<file path="src/rtl/packer_pkg.sv">
// Shared definitions for the fixed-point to IEEE-754 single packer:
// float field widths, the FSM state encoding and the float zero constant.
package packer_pkg;

    localparam int FP_BIAS   = 127;
    localparam int FP_EXP_W  = 8;
    localparam int FP_MANT_W = 23;

    localparam logic [31:0] FP_ZERO = 32'h0000_0000;

    // Conversion sequence; one state per processing step.
    typedef enum logic [2:0] {
        ST_IDLE  = 3'd0,
        ST_ABS   = 3'd1,
        ST_NORM  = 3'd2,
        ST_ROUND = 3'd3,
        ST_DONE  = 3'd4
    } state_t;

    // Biased exponent of a magnitude whose leading one sits at bit 31,
    // given the number of fractional bits of the fixed-point input.
    function automatic logic [FP_EXP_W-1:0] start_exp(input int frac_bits);
        return FP_EXP_W'(FP_BIAS + 31 - frac_bits);
    endfunction

endpackage

</file>
<file path="src/rtl/packer_round_nearest_even.sv">
// Round-to-nearest-even of a normalised magnitude (hidden bit removed) to a
// 23-bit mantissa. A carry out of the mantissa bumps the exponent.
module round_nearest_even
    import packer_pkg::*;
(
    input  logic [30:0]          i_mag,
    input  logic [FP_EXP_W-1:0]  i_exp,
    output logic [FP_EXP_W-1:0]  o_exp,
    output logic [FP_MANT_W-1:0] o_mant
);

    logic [FP_MANT_W-1:0] w_mant;
    logic                 w_guard;
    logic                 w_sticky;
    logic                 w_round_up;
    logic [FP_MANT_W:0]   w_sum;

    assign w_mant     = i_mag[30:8];
    assign w_guard    = i_mag[7];
    assign w_sticky   = |i_mag[6:0];
    // Ties (guard set, sticky clear) round toward an even mantissa.
    assign w_round_up = w_guard & (w_sticky | w_mant[0]);
    assign w_sum      = {1'b0, w_mant} + {{FP_MANT_W{1'b0}}, w_round_up};

    // Apply the rounding increment and fold a mantissa carry into the exponent.
    always_comb begin
        // NOTE: every output gets a default first so no path leaves it unassigned (no latch).
        o_exp  = i_exp;
        o_mant = w_sum[FP_MANT_W-1:0];
        if (w_sum[FP_MANT_W]) begin
            o_exp  = i_exp + FP_EXP_W'(1);
            o_mant = '0;
        end
    end

endmodule

</file>
<file path="src/rtl/packer.sv">
// Converts a signed fixed-point value (FRAC_BITS fractional bits) into an
// IEEE-754 single. Multi-cycle: take magnitude, normalise one bit per cycle,
// round to nearest even, then pulse done for one enabled cycle.
module packer
    import packer_pkg::*;
#(
    parameter int FRAC_BITS = 30
) (
    input  logic        clk,
    input  logic        reset,
    input  logic        clk_en,
    input  logic        start,
    input  logic [31:0] dataa,
    output logic [31:0] result,
    output logic        done
);

    localparam logic [FP_EXP_W-1:0] EXP_INIT = start_exp(FRAC_BITS);

    state_t               r_state;
    state_t               w_next_state;
    logic [31:0]          r_data;
    logic                 r_sign;
    logic [31:0]          r_mag;
    logic [FP_EXP_W-1:0]  r_exp;
    logic [31:0]          r_result;

    logic [31:0]          w_abs;
    logic                 w_abs_zero;
    logic [FP_EXP_W-1:0]  w_rne_exp;
    logic [FP_MANT_W-1:0] w_rne_mant;

    // The most negative input maps onto itself, which is its correct unsigned magnitude.
    assign w_abs      = r_data[31] ? (~r_data + 32'd1) : r_data;
    assign w_abs_zero = (w_abs == 32'd0);

    round_nearest_even u_round (
        .i_mag  (r_mag[30:0]),
        .i_exp  (r_exp),
        .o_exp  (w_rne_exp),
        .o_mant (w_rne_mant)
    );

    // State register; clk_en low freezes the sequence.
    always_ff @(posedge clk or posedge reset) begin
        // NOTE: sequential state uses non-blocking assignments so all registers update together.
        if (reset) begin
            r_state <= ST_IDLE;
        end else if (clk_en) begin
            r_state <= w_next_state;
        end
    end

    // Next-state decode.
    always_comb begin
        w_next_state = r_state;
        case (r_state)
            ST_IDLE:  if (start) w_next_state = ST_ABS;
            ST_ABS:   w_next_state = w_abs_zero ? ST_DONE : ST_NORM;
            ST_NORM:  if (r_mag[31]) w_next_state = ST_ROUND;
            ST_ROUND: w_next_state = ST_DONE;
            ST_DONE:  w_next_state = ST_IDLE;
            default:  w_next_state = ST_IDLE;
        endcase
    end

    // Datapath: capture, magnitude/exponent setup, normalising shift, result.
    always_ff @(posedge clk or posedge reset) begin
        // NOTE: the data registers are reset too, so an aborted conversion leaves nothing stale visible.
        if (reset) begin
            r_data   <= '0;
            r_sign   <= 1'b0;
            r_mag    <= '0;
            r_exp    <= '0;
            r_result <= FP_ZERO;
        end else if (clk_en) begin
            case (r_state)
                ST_IDLE: begin
                    if (start) r_data <= dataa;
                end
                ST_ABS: begin
                    r_sign <= r_data[31];
                    r_mag  <= w_abs;
                    r_exp  <= EXP_INIT;
                    if (w_abs_zero) r_result <= FP_ZERO;
                end
                ST_NORM: begin
                    if (!r_mag[31]) begin
                        r_mag <= r_mag << 1;
                        r_exp <= r_exp - FP_EXP_W'(1);
                    end
                end
                ST_ROUND: begin
                    r_result <= {r_sign, w_rne_exp, w_rne_mant};
                end
                default: ;
            endcase
        end
    end

    assign result = r_result;
    assign done   = (r_state == ST_DONE);

endmodule

</file>
<file path="config.mk">
export PLATFORM = sky130hd
export DESIGN_NAME = packer
export DESIGN_NICKNAME = d
export VERILOG_FILES = /design/src/rtl/packer_pkg.sv /design/src/rtl/packer_round_nearest_even.sv /design/src/rtl/packer.sv
export SDC_FILE = /design/constraint.sdc
export NUM_CORES = 1
export LEC_CHECK = 0
export CAP_MARGIN = 15
export CORE_UTILIZATION = 50
export CTS_BUF_LIST = sky130_fd_sc_hd__clkbuf_8
export DETAILED_ROUTE_END_ITERATION = 6
export PLACE_DENSITY = 0.72
export REMOVE_ABC_BUFFERS = 1
export SYNTH_ARGS = -nofsm -noshare
export SYNTH_HDL_FRONTEND = slang
export SYNTH_SLANG_ARGS = --single-unit
</file>
<file path="constraint.sdc">
create_clock -name clk -period 9.28 [get_ports clk]
set_input_delay 0.928 -clock clk [delete_from_list [all_inputs] [get_ports clk]]
set_output_delay 0.928 -clock clk [all_outputs]
set_load 0.005 [all_outputs]
</file>
==> metrics.yaml, run 1 <==
chipHeight_um: 114
tritoncts: "done"
antenna_found_initial: 0
grt_usage_pct: 24.1
dieArea_um2: 12900
yosysWarnings: 0
dpl_cell_area_um2: 6970
drtIter0Drc: 381
netlist_area_um2: 6240
syn_inst: 678
num_rows: 40
hold_depth: 2
grt_start_max_net_pins: 79
hold_viol: 0
root_buffer: "clkbuf_8"
rr_startpoint: "r_data[2]$_DFFE_PP0P_"
grt_pass1_wl_um: 24400
ctsHoldBuffers: 0
p_int_uw: 1440
fin_tns_setup_ns: 0
clkSlewWorstSetupHoldPaths_ns: 0.10
drc: 0
startpoint_type: "flip-flop"
switching_share_pct: 43.0
crit_path_start: "r_data[2]$_DFFE_PP0P_"
ys_types: 57
fill_cells: 1058
crit_end: "result[18]$_DFFE_PP0P_"
grt_overflow_total: 0
numPortBuffers: 68
ff2ff_path_depth: 8
nets: 751
final_max_slew_viol_count: 0
regToRegEndpoint: "result[18]$_DFFE_PP0P_"
gp_congestion: 0.859
seq_area_um2: 2700
insertedDiodeCount: 0
power.density_nw_per_um2: 354
num_vias: 5127
r2r_setup_slack_ns: 5.33
critPathKind: "reg -> reg"
wl_per_cell_um: 16.3
rsz0062_at_grt: "false"
via_per_inst: 5.81
clkLatencyLatePin_ns: 0.39
post_cts_resize_count: 0
setup_viol: 0
start_util_pct: 51.7
critPathMaxFanout: 14
synth_edf_count: 0
pwr-share-seq_pct: 39.8
hold_start: "r_sign$_DFFE_PP0P_"
syn_to_final_growth_pct: 14.6
pwr-share-comb_pct: 48.9
post_cts_buffers: 0
fmaxAchievable_mhz: 253
min_period_ns: 3.95
crit_required_ns: 9.57
leakage_uw: 0.00273
arrival_ns: 4.24
hold_path.class: "reg -> reg"
hold_ws_ns: 0.519
ys.flop_type: "dfrtp_1"
postSynth.asyncResetShare_pct: 100
cts-buffers-inserted: 9
dr.pass1.iters: 7
max-cap-violations: 0
fin_crit_sh_pct: 42.6
wirelength_um: 14400
final_antenna_net_count: 0
core-area_um2: 12100
die_w_um: 114
peakVddDrop_uv: 165
hpwl_um: 10500
multiInputGateArea_um2: 3270
ios: 69
cp-end-kind: "flip-flop"
maxSlewHeadroom_pct: 29.4
synth.avg_cell_area_um2: 9.20
fin_area_um2: 7150
seq_area_frac_synth_pct: 43.3
worst_pin_slew_ns: 1.06
grt_pass1_vias: 4799
clkSinkCount: 108
drive_gt1_share_pct: 9.51
p_switching_uw: 1090
clockBufferDepth: 2
finClkSkew_ns: 0.00925
outcome: "finished, final reports clean"
htreeDepth: 3
clkPwrFrac_pct: 11.3
ys_ff_latch: 108
==> through the flow <==
| step | setup slack [ns] | cells | util [%] | total power (uW) |
|---|---|---|---|---|
| after floorplan | 5.12 | 624 | - | 1810 |
| after global placement | 5.44 | 868 | 57.8 | 2210 |
| after detailed placement | 5.35 | 868 | 57.8 | 2250 |
| after CTS | 5.32 | 883 | 59.3 | 2540 |
| after global routing | 4.96 | 883 | 59.3 | 2730 |
| final | 5.33 | 883 | 59.3 | 2530 |
==> layout make-up <==
cell class	instances	area share, %
Timing Repair Buffer	76	10.4
Multi-Input combinational cell	504	45.7
Sequential cell	108	37.8
Clock buffer	9	1.73
Inverter	12	0.665
Clock inverter	6	0.805
Tap cell	168	2.94
==> Yosys cell counts, types with 9 or more instances <==
library cell | n | area, um2
a211oi_1 | 18 | 135
a31o_1 | 9 | 78.8
o22ai_1 | 28 | 175
nor3_1 | 16 | 80.1
o21ai_0 | 32 | 160
xor2_1 | 19 | 166
a21oi_1 | 31 | 155
mux2_2 | 33 | 372
clkbuf_1 | 38 | 143
dfrtp_1 | 108 | 2700
xnor2_1 | 45 | 394
buf_1 | 9 | 33.8
or4_1 | 9 | 67.6
nand2b_1 | 9 | 56.3
nand4_1 | 14 | 87.6
or3_1 | 9 | 56.3
nor4_1 | 11 | 68.8
nor2_1 | 75 | 282
nand3_1 | 13 | 65.1
inv_1 | 12 | 45.0
nand2_1 | 61 | 229
==> registers in the layout, indices dropped and copies added, names as in the netlist <==
register,flops
r_data,32
r_mag,32
result,32
r_exp,8
r_state,3
r_sign,1
==> worst max-delay path, cell delays in order, from the launching register on <==
cell and delay, ns:
dfrtp_1 0.48, or4_1 0.71, nand4b_1 0.37, o41ai_1 0.49, xnor2_1 0.19, or4_1 0.42, a2111o_1 0.42, or2_1 0.45
a31o_2 0.33
==> placed cells by master (no fill, tap or decap), types with 3 or more instances in the layout <==
| cell | n |
|---|---|
| o21ai_0 | 32 |
| nand3_1 | 13 |
| a31o_1 | 9 |
| o31ai_1 | 5 |
| nor3_1 | 14 |
| or4_1 | 9 |
| buf_4 | 8 |
| inv_1 | 12 |
| nand4b_1 | 3 |
| nand4_1 | 14 |
| clkdlybuf4s50_1 | 68 |
| ha_1 | 4 |
| o41ai_1 | 4 |
| nor3b_1 | 5 |
| o22ai_1 | 28 |
| xor2_1 | 19 |
| dfrtp_1 | 108 |
| nand2b_1 | 9 |
| and2_1 | 4 |
| nor4_1 | 11 |
| a211oi_1 | 18 |
| and3_1 | 4 |
| nor2_1 | 74 |
| a21oi_1 | 31 |
| clkinv_2 | 3 |
| xnor2_1 | 45 |
| nand2_1 | 61 |
| mux2i_1 | 4 |
| clkbuf_8 | 9 |
| a31o_2 | 4 |
| mux2_2 | 33 |
| a22o_1 | 4 |
| or3_1 | 9 |
==> per-layer routing <==
metal / vias up / part of all wire (%) / track usage, %
met5: - / 0 / 0
met4: 0 / 1.3 / 7.54
met3: 10 / 4.2 / 3.93
met2: 137 / 47 / 38.1
met1: 2480 / 47 / 33.9
li1: 2500 / - / -
==> worst min path at each step <==
stage                                    end  slack, ns
after floorplan           r_sign$_DFFE_PP0P_       0.45
after global placement    r_sign$_DFFE_PP0P_       0.47
after detailed placement  r_sign$_DFFE_PP0P_       0.51
after CTS                 r_sign$_DFFE_PP0P_       0.53
after global routing      r_sign$_DFFE_PP0P_       0.56
final                     r_sign$_DFFE_PP0P_       0.52
==> power by group through the flow <==
stage	clock, uW	sequential (uW)	combinational, uW
after floorplan	0	954	851
after global placement	0	996	1210
after detailed placement	0	1010	1240
after CTS	293	1000	1240
after global routing	310	1050	1370
final	285	1010	1240
==> kinds of logic (layout without fill, tap and decap cells) <==
kind of cell | Yosys count | in the layout | share of synthesized area [%]
and+or+nand+nor | 242 | 242 | 18.9
AOI/OAI and AO/OA | 157 | 157 | 16.9
DFF | 108 | 108 | 43.3
buffers and inverters | 66 | 103 | 4.51
xor gates and xnor gates | 64 | 64 | 8.99
muxes | 37 | 37 | 6.60
adders and majority gates | 4 | 4 | 0.802
(Power assumes the default switching activity.)
==> run 2, diff against run 1 <==
Settings changed: PLACE_DENSITY 0.72 to 0.75.
Clock period 9.28 ns to 3.6 ns, I/O delays scaled along.
==> run 2 against run 1 <==
Net effect:
- clock skew increased by 0.0055 ns
- final cell count increased by 5.4%
- sequential cell count unchanged
- setup slack got worse by 5.2 ns
- sequential power increased by 150%
- non-clock buffer count increased by 47
- sequential share of layout area decreased by 2.5 points
- via count increased by 6.8%
- register-to-register slack got worse by 5.2 ns
- power increased to 2.8 times the previous value
- critical path type unchanged
==> metrics.yaml, run 2 (synthesized netlist as in run 1, its figures left out) <==
outcome: "finished, final reports clean"  # unchanged
antenna_found_initial: 0  # unchanged
insertedDiodeCount: 0  # unchanged
fin_crit_sh_pct: 97.2  # was 42.6%
p_int_uw: 4050  # was 1440 uW
gp_congestion: 0.938  # was 0.859
ctsHoldBuffers: 0  # unchanged
die_w_um: 114  # unchanged
slowest_stage: "or3b_2"  # was or4_1
hold_viol: 0  # unchanged
post-place-ws_ns: -0.0940  # was 5.35 ns
ios: 69  # unchanged
p_switching_uw: 2960  # was 1090 uW
critPathKind: "reg -> reg"  # unchanged
layout_commonest_cell: "dfrtp_1"  # unchanged
maxSlewHeadroom_pct: 30.5  # was 29.4%
grt_start_max_net_pins: 88  # was 79
pwr-share-seq_pct: 35.6  # was 39.8%
dieArea_um2: 12900  # unchanged
clkSinkCount: 108  # unchanged
nets: 798  # was 751
critPathMaxFanout: 6  # was 14
clkPwrFrac_pct: 11.5  # was 11.3%
timing.critical_path.cells: "inv_1 -> ha_2 -> or3b_2 -> o41ai_2 -> xor2_1 -> nand2_1 -> or4_1 -> a2111o_1 -> buf_4 -> nor3_4 -> clkbuf_16 -> a211oi_1"  # was or4_1 -> nand4b_1 -> o41ai_1 -> xnor2_1 -> or4_1 -> a2111o_1 -> or2_1 -> a31o_2
switching_share_pct: 42.2  # was 43.0%
core-area_um2: 12100  # unchanged
drtIter0Drc: 397  # was 381
fin_area_um2: 7650  # was 7150 um2
setup_viol: 0  # unchanged
root_buffer: "clkbuf_8"  # unchanged
tritoncts: "done"  # unchanged
pwr-share-comb_pct: 52.9  # was 48.9%
grt_pass1_vias: 5257  # was 4799
met1Wirelength_um: 6930  # was 6850 um
worst_slack_ns: 0.102  # was 5.33 ns
wl_per_cell_um: 16.8  # was 16.3 um
dpl_cell_area_um2: 7310  # was 6970 um2
max-cap-violations: 0  # unchanged
cts-buffers-inserted: 9  # unchanged
clkSlewWorstSetupHoldPaths_ns: 0.11  # was 0.10 ns
leakage_uw: 0.00301  # was 0.00273 uW
via_per_inst: 5.88  # was 5.81
syn_to_final_growth_pct: 22.6  # was 14.6%
grt_overflow_total: 0  # unchanged
fmaxAchievable_mhz: 286  # was 253 MHz
numPortBuffers: 68  # unchanged
startpoint_type: "flip-flop"  # unchanged
min_period_ns: 3.50  # was 3.95 ns
peakVddDrop_uv: 409  # was 165 uV
chipHeight_um: 114  # unchanged
slowest_delay_ns: 0.52  # was 0.71 ns
drive_gt1_share_pct: 16.4  # was 9.51%
power.density_nw_per_um2: 916  # was 354 nW/um2
clockBufferDepth: 2  # unchanged
num_rows: 40  # unchanged
final_antenna_net_count: 0  # unchanged
hold_path.class: "in -> async"  # was reg -> reg
grt_usage_pct: 25.5  # was 24.1%
worst_pin_slew_ns: 1.04  # was 1.06 ns
crit_required_ns: 3.89  # was 9.57 ns
final_max_slew_viol_count: 0  # unchanged
htreeDepth: 3  # unchanged
wirelength_um: 15700  # was 14400 um
num_vias: 5478  # was 5127
dr.pass1.iters: 7  # unchanged
grt_pass1_wl_um: 26000  # was 24400 um
final_cell_mix: "dfrtp_1 (108), nor2_1 (74), clkdlybuf4s50_1 (68), nand2_1 (61), buf_4 (50)"  # was dfrtp_1 (108), nor2_1 (74), clkdlybuf4s50_1 (68), nand2_1 (61), xnor2_1 (45)
finClkSkew_ns: 0.0147  # was 0.00925 ns
wl_met3_um: 851  # was 610 um
r2r_setup_slack_ns: 0.10  # was 5.33 ns
route.met2.wl_um: 7550  # was 6790 um
clkLatencyLatePin_ns: 0.40  # was 0.39 ns
top_layer: "met4"  # unchanged
drc: 0  # unchanged
cp-end-kind: "flip-flop"  # unchanged
start_util_pct: 51.7  # unchanged
arrival_ns: 3.79  # was 4.24 ns
hpwl_um: 10900  # was 10500 um
[run 2: worst paths after layout]
path / from / endpoint / cells past startpoint
worst max-delay path: r_data[1]$_DFFE_PP0P_ / result[11]$_DFFE_PP0P_ / 12
worst min-delay path: reset / result[31]$_DFFE_PP0P_ / 2
worst max register to register: r_data[1]$_DFFE_PP0P_ / result[11]$_DFFE_PP0P_ / 12
worst min register to register: r_sign$_DFFE_PP0P_ / r_sign$_DFFE_PP0P_ / 2
max in group asynchronous: reset / r_state[1]$_DFFE_PP0P_ / 4
min in group clk: r_sign$_DFFE_PP0P_ / r_sign$_DFFE_PP0P_ / 2
[run 2: critical path, delay by kind of cell, from the launching register on]
family	cells	cell delay [ns]
buffers and inverters	3	0.47
adders and majority gates	1	0.21
and+or+nand+nor	4	1.34
DFF	1	0.43
xor gates and xnor gates	1	0.25
AOI/OAI and AO/OA	3	0.69
[run 2: through the flow]
step | total power (uW) | cells | hold WS (ns) | setup TNS, ns | util, %
global placement | 5940 | 911 | 0.470 | 0 | 60.6
finish | 7000 | 931 | 0.237 | 0 | 63.4
CTS | 6910 | 927 | 0.502 | 0 | 62.5
floorplan | 4660 | 624 | 0.450 | -13.59 | -
detailed placement | 6090 | 911 | 0.480 | -0.937 | 60.6
global route | 7540 | 931 | 0.230 | -0.628 | 63.4
[run 2: power by group through the flow]
| stage | sequential [uW] | clock [uW] | combinational, uW |
|---|---|---|---|
| after global routing | 2590 | 866 | 4090 |
| after CTS | 2470 | 813 | 3620 |
| after floorplan | 2460 | 0 | 2190 |
| final | 2490 | 807 | 3700 |
| after global placement | 2450 | 0 | 3490 |
| after detailed placement | 2490 | 0 | 3590 |
[run 2: area by class of cell]
type / count / area, um2
clock buffers: 11 / 151
clock inverters: 5 / 58.8
fillers: 994 / 4410
inverters: 12 / 47.5
multi-input cells: 504 / 3320
flip-flops and latches: 108 / 2700
well taps: 168 / 210
repair buffers: 123 / 1160
[run 2: layer usage]
metal	GRT usage (%)	up-vias
met3	3.88	26
met4	10.7	0
met5	0	-
li1	-	2598
met1	34.5	2624
met2	41.1	230
[run 2: what timing repair did]
action | CTS | global route
cloned | 0 | 2
hold endpoints to repair | 0 | 0
setup buffers | 0 | 1
gates resized for setup | 2 | 10
endpoints found under the setup margin | 32 | 33
pin swaps | 0 | 4
